==> config.mk <==
export PLATFORM = sky130hd
export DESIGN_NAME = serial_add_ctrl
export DESIGN_NICKNAME = d
export VERILOG_FILES = /design/src/rtl/serial_add_ctrl.sv
export SDC_FILE = /design/constraint.sdc
export NUM_CORES = 1
export LEC_CHECK = 0
export ABC_CLOCK_PERIOD_IN_PS = 2100
export CELL_PAD_IN_SITES_DETAIL_PLACEMENT = 1
export CELL_PAD_IN_SITES_GLOBAL_PLACEMENT = 2
export CORE_UTILIZATION = 34
export CTS_CLUSTER_SIZE = 8
export DETAILED_ROUTE_END_ITERATION = 6
export PLACE_DENSITY_LB_ADDON = 0.08
export SYNTH_ARGS = -nofsm -noshare
export SYNTH_HDL_FRONTEND = slang
export SYNTH_SLANG_ARGS = --single-unit
==> constraint.sdc <==
create_clock -name clk -period 2.1 [get_ports clk]
set_input_delay 0.315 -clock clk [delete_from_list [all_inputs] [get_ports clk]]
set_output_delay 0.315 -clock clk [all_outputs]
set_load 0.05 [all_outputs]
==> src/rtl/serial_add_ctrl.sv <==
// Bit-serial adder controller: sequences an external 1-bit full-adder cell LSB first,
// holding cell inputs for SETTLE cycles before sampling its sum and carry.
module serial_add_ctrl #(
  parameter int unsigned WIDTH  = 8,
  parameter int unsigned SETTLE = 2
) (
  input  logic             clk,
  input  logic             rst,
  input  logic             start,
  input  logic [WIDTH-1:0] a_in,
  input  logic [WIDTH-1:0] b_in,
  input  logic             cin,
  output logic             fa_a,
  output logic             fa_b,
  output logic             fa_c,
  input  logic             fa_y1,
  input  logic             fa_y0,
  output logic             busy,
  output logic             done,
  output logic [WIDTH-1:0] sum,
  output logic             cout
);

  localparam int unsigned IDX_W = $clog2(WIDTH);
  localparam int unsigned CNT_W = 4;
  localparam logic [IDX_W-1:0] LAST_IDX   = IDX_W'(WIDTH - 1);
  localparam logic [CNT_W-1:0] SETTLE_END = CNT_W'(SETTLE - 1);

  typedef enum logic [1:0] {
    IDLE    = 2'd0,
    DRIVE   = 2'd1,
    CAPTURE = 2'd2,
    FINISH  = 2'd3
  } state_t;

  state_t           state_q;
  logic [WIDTH-1:0] a_q;
  logic [WIDTH-1:0] b_q;
  logic             carry_q;
  logic [IDX_W-1:0] idx_q;
  logic [IDX_W-1:0] idx_d;
  logic [CNT_W-1:0] settle_q;
  logic             fa_a_q;
  logic             fa_b_q;
  logic             fa_c_q;
  logic             busy_q;
  logic             done_q;
  logic [WIDTH-1:0] sum_q;
  logic             cout_q;

  assign idx_d = idx_q + IDX_W'(1);

  // Sequencer: every output is a register updated alongside the state.
  always_ff @(posedge clk or posedge rst) begin
    if (rst) begin
      state_q  <= IDLE;
      a_q      <= '0;
      b_q      <= '0;
      carry_q  <= 1'b0;
      idx_q    <= '0;
      settle_q <= '0;
      fa_a_q   <= 1'b0;
      fa_b_q   <= 1'b0;
      fa_c_q   <= 1'b0;
      busy_q   <= 1'b0;
      done_q   <= 1'b0;
      sum_q    <= '0;
      cout_q   <= 1'b0;
    end else begin
      case (state_q)
        IDLE: begin
          if (start) begin
            a_q      <= a_in;
            b_q      <= b_in;
            carry_q  <= cin;
            idx_q    <= '0;
            settle_q <= '0;
            fa_a_q   <= a_in[0];
            fa_b_q   <= b_in[0];
            fa_c_q   <= cin;
            busy_q   <= 1'b1;
            state_q  <= DRIVE;
          end
        end
        DRIVE: begin
          settle_q <= settle_q + CNT_W'(1);
          if (settle_q == SETTLE_END) begin
            state_q <= CAPTURE;
          end
        end
        CAPTURE: begin
          sum_q[idx_q] <= fa_y0;
          carry_q      <= fa_y1;
          settle_q     <= '0;
          if (idx_q == LAST_IDX) begin
            cout_q  <= fa_y1;
            fa_a_q  <= 1'b0;
            fa_b_q  <= 1'b0;
            fa_c_q  <= 1'b0;
            done_q  <= 1'b1;
            state_q <= FINISH;
          end else begin
            // Next bit's cell inputs go out on the same edge the carry is captured.
            idx_q   <= idx_d;
            fa_a_q  <= a_q[idx_d];
            fa_b_q  <= b_q[idx_d];
            fa_c_q  <= fa_y1;
            state_q <= DRIVE;
          end
        end
        FINISH: begin
          done_q  <= 1'b0;
          busy_q  <= 1'b0;
          state_q <= IDLE;
        end
        default: state_q <= IDLE;
      endcase
    end
  end

  assign fa_a = fa_a_q;
  assign fa_b = fa_b_q;
  assign fa_c = fa_c_q;
  assign busy = busy_q;
  assign done = done_q;
  assign sum  = sum_q;
  assign cout = cout_q;

endmodule

==> results.tsv <==
metric	value	unit
Routed Antenna Nets	0	
sequence of cells on the critical path	ha_1 > mux4_2 > nand2b_1 > a311o_1	
number of H-tree levels	2	
final net count	225	
drt wl/cell	15.87	um
Worst Hold Class	input pin to async pin	
average size of a mapped cell	11.98	um2
largest net degree at the start of global routing	40	
CP Capture Type	register	
CP Max Fanout	5	
Final min period	1878	ps
largest family of logic cells by synthesized area	multiplexers	
maximum clock insertion buffer count	2	
DIE HEIGHT	76.84	um
I/O Pins	36	
CP max-delay cell	mux4_2	
global route total overflow	0	
1st-iter DRT viols	42	
CTS Hold Bufs	0	
initial antenna violation count	0	
Slew Limit Fails	0	
FMAX	0.5325	GHz
final period utilization	89.43	%
status	finished clean	
first-pass GRT wire length	7617	um
Leak	1.007	nW
P per Cell Area	1354	nW/um2
Synth area leader	dfrtp_1	
clock root cell	clkbuf_8	
total track usage	16.87	%
Yosys top cell area share	51.25	%
worst skew pair latency	300	ps
unique cell type count in the Yosys netlist	33	
TritonCTS Buffers	5	
maxcap violations	0	
antenna cells	0	
Layout area overhead	29.43	%
post-synthesis mux area share	19.84	%
cell area after layout	2465	um2
Rows	26	
via count of the first global-routing pass	1525	
Max Clock Skew	11.66	ps
CTS tree	done	
Final Setup Violations	0	
Pre-Repair DR Iteration Count	4	
Worst-Margin Slew	608.9	ps
IO buf count	35	
Synth Register Bits	39	
Place WS	217.8	ps
routed wl met3	139	um
Top FF cell, synth	dfrtp_1	
Post-synth EDFFs	0	
CP Launch Type	register	
asr flop ratio synth	100.0	%
syn nets	185	
Synth Area in Compound Gates	9.987	%
hpwl dp	3189	um
VDD IR-drop max	0.5460	mV
die extent in x	76.84	um
Post-Synth Adder-Cell Area	2.628	%
Synth Cell Area	1904	um2
critical path class	register to register	
die area	5904	um2
vias	1374	
Synth Area in Simple Gates	12.81	%
DP Area	2365	um2
Met2 Routed Length	2112	um
post-synthesis sequential area ratio	51.25	%
Clk pin slew, worst setup/hold paths	80	ps
Sink Count	39	
CTS resizes	0	
routed wire length	4285	um
largest cells by area after synthesis	dfrtp_1 (51%), mux2_2 (15%), ha_1 (2.6%)	
CP arrival	2060	ps
TNS Setup	0	ps
# DRC	0	
via/cell ratio	5.089	
Final Hold Fails	0	
ratio of cells with drive above 1 in the final layout	22.50	%
post-layout util	47.06	%
RSZ-0062 raised after global routing	false	
initial core utilization	36.36	%
Post-Route M1 WL	1961	um
Final WS setup	222.1	ps
Slew HR	59.41	%
Post-Synthesis Cells	159	
Worst path top cell family by delay	multiplexers	
Synth Warn #	0	
data required time of the worst path	2280	ps
Top Layer Used	met4	
Buf/Inv on CP	0	
Post-CTS Setup Inserts	0	
Synth Area in XOR/XNOR	0.4599	%
CP max stage delay	510	ps
core area	5238	um2
RePlAce Congestion	0.7128	
## kinds of logic (layout without fill, tap and decap cells)
logic type | count (synthesis) | in the layout
xor gates and xnor gates | 1 | 1
buffers and inverters | 13 | 54
and+or+nand+nor | 41 | 41
muxes | 32 | 32
DFF | 39 | 39
adders and majority gates | 4 | 4
AOI/OAI and AO/OA | 29 | 29
## Yosys cell counts, types with 2 or more instances
| cell type | instances |
|---|---|
| mux4_2 | 2 |
| dfrtp_1 | 39 |
| nand2b_1 | 5 |
| mux2_2 | 26 |
| nand3b_1 | 5 |
| clkbuf_1 | 2 |
| o21ai_0 | 7 |
| buf_2 | 4 |
| ha_1 | 4 |
| buf_1 | 2 |
| and2_1 | 3 |
| a311o_1 | 2 |
| a21oi_1 | 7 |
| o2bb2ai_1 | 3 |
| nand2_1 | 8 |
| inv_1 | 4 |
| nand3_1 | 3 |
| nor3b_1 | 3 |
| nor2_1 | 7 |
| nor2b_1 | 2 |
| a22oi_1 | 5 |
| nor3_1 | 2 |
| mux2i_1 | 4 |
## metal layers
metal	GRT usage, %	vias to the layer above
li1	-	655
met1	21.41	686
met2	27.32	26
met3	4.524	7
met4	6.346	0
met5	0	-
## sequential cells by signal, indices dropped and copies added, names as in the netlist
register and flops:
sum 8, fa_b 1, busy 1, done 1, cout 1, fa_a 1, state_q 2, fa_c 1
idx_q 3, settle_q 4, b_q 8, a_q 8
## report_power, final
part / total (W) / internal, W / switching (W)
registers: 0.00131 / 0.00104 / 0.000269
logic: 0.00148 / 0.000736 / 0.000741
clock network: 0.000551 / 0.000300 / 0.000251
total: 0.00334 / 0.00208 / 0.00126
## cell type report
cell class,count,area [um2]
Clock buffer,8,100.1
Fill cell,562,2773
Inverter,4,15.01
Multi-Input combinational cell,107,870.8
Sequential cell,39,975.9
Tap cell,70,87.58
Timing Repair Buffer,42,415.4
## path summary, 6_finish.rpt
kind                                       from              endpoint  slack [ps]  depth (start not counted)
max reg2reg                idx_q[1]$_DFFE_PP0P_      fa_a$_DFFE_PP0P_         220                          4
max                        idx_q[1]$_DFFE_PP0P_      fa_a$_DFFE_PP0P_         220                          4
min reg2reg                  sum[1]$_DFFE_PP0P_    sum[1]$_DFFE_PP0P_         510                          1
min in group clk             sum[1]$_DFFE_PP0P_    sum[1]$_DFFE_PP0P_         510                          1
min                                         rst  idx_q[2]$_DFFE_PP0P_         450                          3
max in group asynchronous                   rst      busy$_DFFE_PP0P_        1300                          3
## metrics by stage
step | hold WS, ps | std cells | total power, W
after floorplan | 454.1 | 159 | 0.002343
final | 450.2 | 270 | 0.003337
after global routing | 521.5 | 270 | 0.003578
after global placement | 490.9 | 262 | 0.002751
after detailed placement | 493.1 | 262 | 0.002828
after CTS | 454.4 | 270 | 0.003399
## worst reg2reg max path, stage by stage, from the launching register on
cell and delay (ps):
dfrtp_1 400, ha_1 400, mux4_2 510, nand2b_1 160
a311o_1 310
## cells in the final DEF (no fill, tap or decap)
| cell type | netlist | layout |
|---|---|---|
| nor2_1 | 7 | 7 |
| clkdlybuf4s50_1 | 0 | 35 |
| nor3b_2 | 1 | 1 |
| clkbuf_1 | 2 | 1 |
| nor3_1 | 2 | 2 |
| o211ai_1 | 1 | 1 |
| a311o_1 | 2 | 2 |
| nor3b_1 | 3 | 3 |
| and2_1 | 3 | 3 |
| buf_12 | 0 | 1 |
| a21o_1 | 1 | 1 |
| xor2_1 | 1 | 1 |
| nand3_1 | 3 | 3 |
| nor2b_1 | 2 | 2 |
| o22ai_1 | 1 | 1 |
| a21oi_1 | 7 | 7 |
| or3b_2 | 1 | 1 |
| inv_1 | 4 | 4 |
| o2bb2ai_1 | 3 | 3 |
| o21ai_0 | 7 | 7 |
| o31a_1 | 1 | 1 |
| buf_4 | 1 | 6 |
| mux2i_1 | 4 | 4 |
| ha_1 | 4 | 4 |
| clkbuf_8 | 0 | 7 |
| nand3b_1 | 5 | 5 |
| nor3b_4 | 1 | 1 |
| a31oi_1 | 1 | 1 |
| nand2b_1 | 5 | 5 |
| dfrtp_1 | 39 | 39 |
| a22oi_1 | 5 | 5 |
| nand2_1 | 8 | 8 |
| mux2_2 | 26 | 26 |
| mux4_2 | 2 | 2 |
(Power assumes the default switching activity.)
